**src/rtl/seq_norm_ctrl.sv**
```systemverilog
// Sequential leading-zero normalizer: scans the captured operand one CHUNK-bit
// slice per cycle, MSB first, then applies the final left shift in one extra cycle.
module seq_norm_ctrl #(
  parameter int WIDTH = 32,
  parameter int CHUNK = 8
) (
  input  logic                     clk,
  input  logic                     reset,
  input  logic                     InValid,
  output logic                     InReady,
  input  logic [WIDTH-1:0]         Sum,
  output logic                     OutValid,
  input  logic                     OutReady,
  output logic [WIDTH-1:0]         Norm,
  output logic [$clog2(WIDTH):0]   NormCnt,
  output logic                     Zero
);

  localparam int NCHUNK = WIDTH / CHUNK;
  localparam int IW     = (NCHUNK > 1) ? $clog2(NCHUNK) : 1;
  localparam int CW     = $clog2(WIDTH) + 1;

  localparam logic [1:0] IDLE = 2'd0;
  localparam logic [1:0] SCAN = 2'd1;
  localparam logic [1:0] DONE = 2'd2;

  localparam logic [IW-1:0] LAST_IDX  = IW'(NCHUNK - 1);
  localparam logic [CW-1:0] CHUNK_CNT = CW'(CHUNK);

  logic [1:0]       state_q, state_d;
  logic [WIDTH-1:0] op_q, op_d;
  logic [IW-1:0]    idx_q, idx_d;
  logic [CW-1:0]    acc_q, acc_d;
  logic             fin_q, fin_d;
  logic             zero_pend_q, zero_pend_d;
  logic [WIDTH-1:0] norm_q, norm_d;
  logic [CW-1:0]    norm_cnt_q, norm_cnt_d;
  logic             zero_q, zero_d;

  logic [CHUNK-1:0] slice;

  // Leading zeros of one slice; only called on nonzero slices, so 0..CHUNK-1.
  function automatic logic [CW-1:0] slice_lzc(input logic [CHUNK-1:0] s);
    logic [CW-1:0] n;
    logic          hit;
    n   = '0;
    hit = 1'b0;
    for (int b = CHUNK - 1; b >= 0; b--) begin
      if (s[b]) hit = 1'b1;
      else if (!hit) n = n + CW'(1);
    end
    return n;
  endfunction

  always_comb begin
    slice = op_q[(NCHUNK - 1 - int'(idx_q)) * CHUNK +: CHUNK];
  end

  // NOTE: every always_comb output gets a default first so no path can infer a latch.
  always_comb begin
    state_d     = state_q;
    op_d        = op_q;
    idx_d       = idx_q;
    acc_d       = acc_q;
    fin_d       = fin_q;
    zero_pend_d = zero_pend_q;
    norm_d      = norm_q;
    norm_cnt_d  = norm_cnt_q;
    zero_d      = zero_q;

    case (state_q)
      IDLE: begin
        if (InValid) begin
          op_d        = Sum;
          idx_d       = '0;
          acc_d       = '0;
          fin_d       = 1'b0;
          zero_pend_d = 1'b0;
          state_d     = SCAN;
        end
      end

      SCAN: begin
        if (fin_q) begin
          // Count is settled; the wide barrel shift gets its own cycle.
          norm_d     = zero_pend_q ? '0 : (op_q << acc_q);
          norm_cnt_d = acc_q;
          zero_d     = zero_pend_q;
          fin_d      = 1'b0;
          state_d    = DONE;
        end else if (slice != '0) begin
          acc_d = acc_q + slice_lzc(slice);
          fin_d = 1'b1;
        end else if (idx_q == LAST_IDX) begin
          // Reaches exactly WIDTH, which CW bits hold without wrapping.
          acc_d       = acc_q + CHUNK_CNT;
          zero_pend_d = 1'b1;
          fin_d       = 1'b1;
        end else begin
          acc_d = acc_q + CHUNK_CNT;
          idx_d = idx_q + IW'(1);
        end
      end

      DONE: begin
        if (OutReady) state_d = IDLE;
      end

      default: state_d = IDLE;
    endcase
  end

  // NOTE: sequential state uses non-blocking assignments so all flops update together.
  always_ff @(posedge clk) begin
    if (reset) begin
      state_q     <= IDLE;
      op_q        <= '0;
      idx_q       <= '0;
      acc_q       <= '0;
      fin_q       <= 1'b0;
      zero_pend_q <= 1'b0;
      norm_q      <= '0;
      norm_cnt_q  <= '0;
      zero_q      <= 1'b0;
    end else begin
      state_q     <= state_d;
      op_q        <= op_d;
      idx_q       <= idx_d;
      acc_q       <= acc_d;
      fin_q       <= fin_d;
      zero_pend_q <= zero_pend_d;
      norm_q      <= norm_d;
      norm_cnt_q  <= norm_cnt_d;
      zero_q      <= zero_d;
    end
  end

  assign InReady  = (state_q == IDLE);
  assign OutValid = (state_q == DONE);
  assign Norm     = norm_q;
  assign NormCnt  = norm_cnt_q;
  assign Zero     = zero_q;

endmodule

```
**config.mk**
```make
export PLATFORM = sky130hd
export DESIGN_NAME = seq_norm_ctrl
export DESIGN_NICKNAME = d
export VERILOG_FILES = /design/src/rtl/seq_norm_ctrl.sv
export SDC_FILE = /design/constraint.sdc
export NUM_CORES = 1
export LEC_CHECK = 0
export CAP_MARGIN = 20
export CORE_MARGIN = 2
export CORE_UTILIZATION = 35
export DETAILED_ROUTE_END_ITERATION = 16
export PLACE_DENSITY = 0.69
export RECOVER_POWER = 50
export SLEW_MARGIN = 20
export SYNTH_ARGS = -nofsm -noshare
export SYNTH_HDL_FRONTEND = slang
export SYNTH_SLANG_ARGS = --single-unit
```
**constraint.sdc**
```tcl
create_clock -name clk -period 4.88 [get_ports clk]
set_input_delay 0.976 -clock clk [delete_from_list [all_inputs] [get_ports clk]]
set_output_delay 0.976 -clock clk [all_outputs]
set_load 0.02 [all_outputs]
```
==> impl_metrics.tcl, run 1 <==
set metrics [dict create \
    status "complete, but fails checks" \
    violations "max-capacitance violations, max-slew violations, negative setup slack" \
    synth-edff-count 0 \
    cts_buffer_depth 2 \
    hold_violations 0 \
    setup_viol 3 \
    avgViaCountPerCell 5.62 \
    wl_met2_um 6940 \
    yosys.area_share.simple_pct 17.7 \
    cp-start-kind "register" \
    min_from "Norm[13]$_SDFFE_PP0P_" \
    die_h_um 126 \
    clkSinkCount 83 \
    crit_type "register to register" \
    numPortBuffers 76 \
    wl_per_cell_um 17.4 \
    num_rows 44 \
    wl_met3_um 921 \
    synth_xor_xnor_area_share_pct 1.00 \
    drt_iter0_drc 450 \
    slew_violations 33 \
    synth_flop_cell "dfxtp_1" \
    yosysSeqAreaShare_pct 31.8 \
    ys_types 56 \
    relSlewSlack_pct -9.21 \
    reg2reg_from "idx_q[0]$_SDFFE_PP0P_" \
    leakagePower_uw 0.00254 \
    dr.max_layer_used "met4" \
    antenna_found_initial 0 \
    maxCapViolCount 1 \
    cpPeakStageDelay_ns 0.51 \
    worst_pin_slew_ns 1.64 \
    synth_most_common_cell "nand2_1" \
    r2r_cells 27 \
    fin_crit_ns 4.99 \
    hpwl_um 11500 \
    synth_compound_area_share_pct 18.6 \
    synthMuxAreaShare_pct 23.4 \
    die-area_mm2 0.0159 \
    peakVddDrop_uv 258 \
    coreArea_mm2 0.0146 \
    final_nets 728 \
    stdcell_area_mm2 0.00688 \
    dr.pass1.iters 5 \
    finalWorstSetupSlack_ns -0.114 \
    syn_area_mm2 0.00523 \
    crit_slowest_cell "mux4_2" \
    r2r_end "acc_q[4]$_SDFFE_PP0P_" \
    tns_ns -0.270 \
    via_count 4874 \
    dpl_cell_area_mm2 0.00641 \
    cts_buffers 9 \
    diodes 0 \
    cp.depth 27 \
    globalplace.congestion 0.912 \
    timing.fmax_mhz 200 \
    grt.total_usage_pct 18.9 \
    min_period_over_period_pct 102 \
    worstPathMaxFanout 4 \
    hold-path-cell-count 2 \
    total_power_uw 2210 \
    die_x_um 126 \
    synth_adder_area_share_pct 3.25 \
    synth_top_area_share_pct 31.8 \
    synth_top_family_by_area "multiplexers" \
    m1WireLength_um 6990 \
    critical_path_arrival_ns 5.27 \
    cts.clk_slew.worst_paths_ns 0.06 \
    path_delay_family "simple AND/OR/NAND/NOR gates" \
    synth_area_leader_cell "dfxtp_1" \
    synthTopCellsByCount "121 x nand2_1, 83 x dfxtp_1, 63 x a21oi_1" \
    layout-drive-gt1-share_pct 22.1 \
    synth.ff_latch_count 83 \
    grt_start_max_net_pins 44 \
    grt_pass1_vias 4724 \
    postRouteAntennaNets 0 \
    r2r_slack_ns -0.11 \
    endpoint_kind "register" \
    clockRootBuffer "clkbuf_16" \
    synth.avg_cell_area_um2 8.94 \
    critPathBufInv 3 \
    syn_inst 585 \
    grt.overflow.total 0 \
    area_growth_pct 31.6 \
    yosys-top-cells-area "dfxtp_1 32%, mux4_2 13%, nand2_1 8.7%" \
    grt_pass1_wl_um 24400 \
    finalCoreUtilization_pct 47.2 \
    min_path_type "register to register" \
    min_to "Norm[13]$_SDFFE_PP0P_" \
    cts_tree "built" \
    io-pin-count 77 \
    cts_max_level 3 \
    fin_skew_ns 0.00513 \
    syn_nets 634 \
    powerDensity_mw_per_mm2 321 \
    start_util_pct 35.8 \
    synthArstFlopShare_pct 0 \
    cp_common_cell "ha_4" \
    drt-total-wl_um 15100 \
    drc_errors 0 \
    cp.required_ns 5.15 \
    yosysWarnings 0 \
    clkLatencyLatePin_ns 0.34 \
    rsz0062_at_grt "true" \
]
routing by layer:
layer,vias up,track usage (%)
met5,-,0
met3,20,3.74
met1,2328,26.5
met2,189,29.3
met4,0,6.33
li1,2337,-
sequential cells by signal (all words and copies together), names as in the netlist:
name,flops
NormCnt,6
acc_q,6
Zero,1
Norm,32
idx_q,2
op_q,32
fin_q,1
state_q,2
zero_pend_q,1
worst max-delay path by stage:
stage	startpoint	endpoint	slack, ns
after CTS	idx_q[0]$_SDFFE_PP0P_	acc_q[5]$_SDFFE_PP0P_	-0.11
after global routing	idx_q[0]$_SDFFE_PP0P_	acc_q[4]$_SDFFE_PP0P_	-0.34
after global placement	idx_q[0]$_SDFFE_PP0P_	acc_q[5]$_SDFFE_PP0P_	-0.12
final	idx_q[0]$_SDFFE_PP0P_	acc_q[4]$_SDFFE_PP0P_	-0.11
after detailed placement	idx_q[0]$_SDFFE_PP0P_	acc_q[5]$_SDFFE_PP0P_	-0.41
after floorplan	idx_q[1]$_SDFFE_PP0P_	acc_q[5]$_SDFFE_PP0P_	-0.12
power breakdown:
part           switching (uW)  internal, uW  total (uW)
clock network             267           407         674
registers                59.7           706         766
logic                     389           382         771
total                     715          1500        2210
layout by cell type (no fill, tap or decap), types with 6 or more instances in the layout:
| master | n |
|---|---|
| mux2i_1 | 30 |
| a222oi_1 | 6 |
| mux4_2 | 33 |
| buf_4 | 47 |
| a21oi_1 | 58 |
| nand2_1 | 120 |
| o211ai_1 | 7 |
| dlygate4sd3_1 | 20 |
| a22o_1 | 11 |
| a22oi_1 | 6 |
| inv_1 | 9 |
| clkbuf_16 | 9 |
| mux2_2 | 10 |
| dfxtp_1 | 80 |
| nand2b_1 | 9 |
| clkdlybuf4s50_1 | 55 |
| nand3_1 | 6 |
| ha_1 | 7 |
| nor2_1 | 30 |
| o21ai_0 | 22 |
cell type report:
class / count / area, um2
clock buffers: 11 / 243
clock inverters: 5 / 52.6
fillers: 1339 / 7710
inverters: 12 / 47.5
multi-input cells: 448 / 3510
flip-flops and latches: 83 / 1670
well taps: 184 / 230
repair buffers: 125 / 1130
stage by stage:
stage	hold slack, ns	setup WS (ns)	cells
2_1_floorplan	0.442	-0.121	585
3_3_place_gp	0.435	-0.121	845
3_5_place_dp	0.450	-0.407	845
4_1_cts	0.458	-0.105	866
5_1_grt	0.474	-0.340	868
6_report	0.451	-0.114	868
what timing repair did:
action	in CTS	in global routing
setup buffers	5	2
endpoints found under the setup margin	3	4
hold buffers	0	0
gates resized for setup	17	10
pin swaps	25	8
logic make-up after synthesis:
logic type	Yosys count
muxes	76
adders and majority gates	13
buffers and inverters	54
xor gates and xnor gates	6
AOI/OAI and AO/OA	153
and+or+nand+nor	200
DFF	83
worst min-delay path: stages (launching register included):
cell     delay [ns]
dfxtp_1        0.32
nand2_1        0.04
o21ai_0        0.06
Note: power is estimated with default switching activity, not from simulation.
==> inputs of run 2 (changes only) <==
--- a/config.mk
+++ b/config.mk
@@ -8,7 +8,9 @@
 export CAP_MARGIN = 20
 export CORE_MARGIN = 2
 export CORE_UTILIZATION = 35
+export CTS_CLUSTER_SIZE = 40
 export DETAILED_ROUTE_END_ITERATION = 16
+export MAX_ROUTING_LAYER = met4
 export PLACE_DENSITY = 0.69
 export RECOVER_POWER = 50
 export SLEW_MARGIN = 20
==> impl_metrics.tcl, run 2 (synthesized netlist as in run 1, its figures left out) <==
set metrics [dict create \
    rsz0062_at_grt "true" \
    dpl_cell_area_mm2 0.00641 \
    antenna_found_initial 0 \
    fin_skew_ns 0.00799 \
    globalplace.congestion 0.903 \
    clkSinkCount 83 \
    cts_buffer_depth 2 \
    worstPathMaxFanout 4 \
    start_util_pct 35.8 \
    maxCapViolCount 1 \
    dp_slack_ns -0.334 \
    cts.clk_slew.worst_paths_ns 0.06 \
    die_x_um 126 \
    leakagePower_uw 0.00256 \
    layout-drive-gt1-share_pct 21.8 \
    cts_max_level 3 \
    die-area_mm2 0.0159 \
    slew_violations 33 \
    drc_errors 0 \
    p_int_uw 1560 \
    setup_viol 3 \
    powerDensity_mw_per_mm2 331 \
    finalWorstSetupSlack_ns -0.174 \
    layout_common_cells "120 x nand2_1, 80 x dfxtp_1, 58 x a21oi_1" \
    critical_path_arrival_ns 5.33 \
    switching_share_pct 31.9 \
    mostFrequentLayoutCell "nand2_1" \
    grt.total_usage_pct 19.6 \
    cts_tree "built" \
    seq_area_mm2 0.00167 \
    relSlewSlack_pct -10.1 \
    hpwl_um 11500 \
    combPwrFrac_pct 34.0 \
    cts_buffers 9 \
    grt_start_max_net_pins 52 \
    status "complete, but fails checks" \
    crit_slowest_cell "mux4_2" \
    final_nets 729 \
    worst_pin_slew_ns 1.65 \
    numPortBuffers 76 \
    hold_violations 0 \
    stdcell_area_mm2 0.00692 \
    fill_cells 1372 \
    multiInputGateArea_mm2 0.00350 \
    fin_crit_ns 5.05 \
    drt_iter0_drc 354 \
    avgViaCountPerCell 5.63 \
    grt.overflow.total 0 \
    postRouteAntennaNets 0 \
    timing.fmax_mhz 198 \
    area_growth_pct 32.2 \
    finalCoreUtilization_pct 47.4 \
    violations "max-capacitance violations, max-slew violations, negative setup slack" \
    dr.pass1.iters 5 \
    hold_ws_ns 0.449 \
    cp_common_cell "ha_4" \
    grt_pass1_wl_um 24600 \
    die_h_um 126 \
    cp-start-kind "register" \
    wl_per_cell_um 17.8 \
    cpPeakStageDelay_ns 0.53 \
    grt_pass1_vias 4681 \
    diodes 0 \
    via_count 4896 \
    crit_type "register to register" \
    cp.required_ns 5.16 \
    num_rows 44 \
    pwr-share-seq_pct 32.9 \
    min_path_type "register to register" \
    drt-total-wl_um 15500 \
    clkLatencyLatePin_ns 0.34 \
    endpoint_kind "register" \
    coreArea_mm2 0.0146 \
    peakVddDrop_uv 265 \
    clockRootBuffer "clkbuf_16" \
    total_power_uw 2290 \
    p_clk_share_pct 33.1 \
    min_period_over_period_pct 104 \
    p_sw_uw 731 \
    io-pin-count 77 \
]
run 2: repair_timing:
item | 4_1_cts | 5_1_grt
setup endpoints to repair | 3 | 4
hold buffers | 0 | 0
pin swaps | 16 | 14
gates resized for setup | 15 | 9
buffers inserted | 5 | 3
run 2: stage by stage:
| step | instances | setup TNS [ns] |
|---|---|---|
| after CTS | 866 | -0.118 |
| after floorplan | 585 | -0.163 |
| after detailed placement | 845 | -0.731 |
| final | 869 | -0.474 |
| after global routing | 869 | -1.14 |
| after global placement | 845 | -0.155 |
run 2: per-layer routing:
layer | GRT usage, % | up-vias | part of all wire [%]
met5 | - | - | 0
met4 | 4.01 | 0 | 1.4
met3 | 4.16 | 21 | 6.0
met2 | 31.3 | 174 | 48
met1 | 26.0 | 2367 | 45
li1 | - | 2334 | -
run 2: area by class of cell:
class,count,area share (%)
Clock buffer,11,3.65
Clock inverter,5,1.23
Inverter,12,0.688
Multi-Input combinational cell,448,50.6
Sequential cell,83,24.1
Tap cell,184,3.33
Timing Repair Buffer,126,16.5
run 2: power by group through the flow:
stage	clock (uW)	sequential (uW)	combinational, uW
final	758	755	779
after global routing	794	760	843
after CTS	770	754	735
after detailed placement	0	768	698
after global placement	0	765	677
after floorplan	0	748	488
run 2: worst paths after layout:
kind	start	end	slack, ns	depth (start not counted)
worst max register to register	idx_q[1]$_SDFFE_PP0P_	acc_q[4]$_SDFFE_PP0P_	-0.17	25
worst min register to register	NormCnt[5]$_SDFFE_PP0P_	NormCnt[5]$_SDFFE_PP0P_	0.45	2
worst max-delay path	idx_q[1]$_SDFFE_PP0P_	acc_q[4]$_SDFFE_PP0P_	-0.17	25
worst min-delay path	NormCnt[5]$_SDFFE_PP0P_	NormCnt[5]$_SDFFE_PP0P_	0.45	2
run 2: critical path, delay by kind of cell (launching register included):
family,cells,cell delay [ns]
AO/OA/AOI/OAI,8,1.25
adder cells (fa/ha/maj),5,1.09
buffers and inverters,3,0.22
flip-flops,1,0.35
multiplexers,3,0.75
AND/OR/NAND/NOR,6,1.32
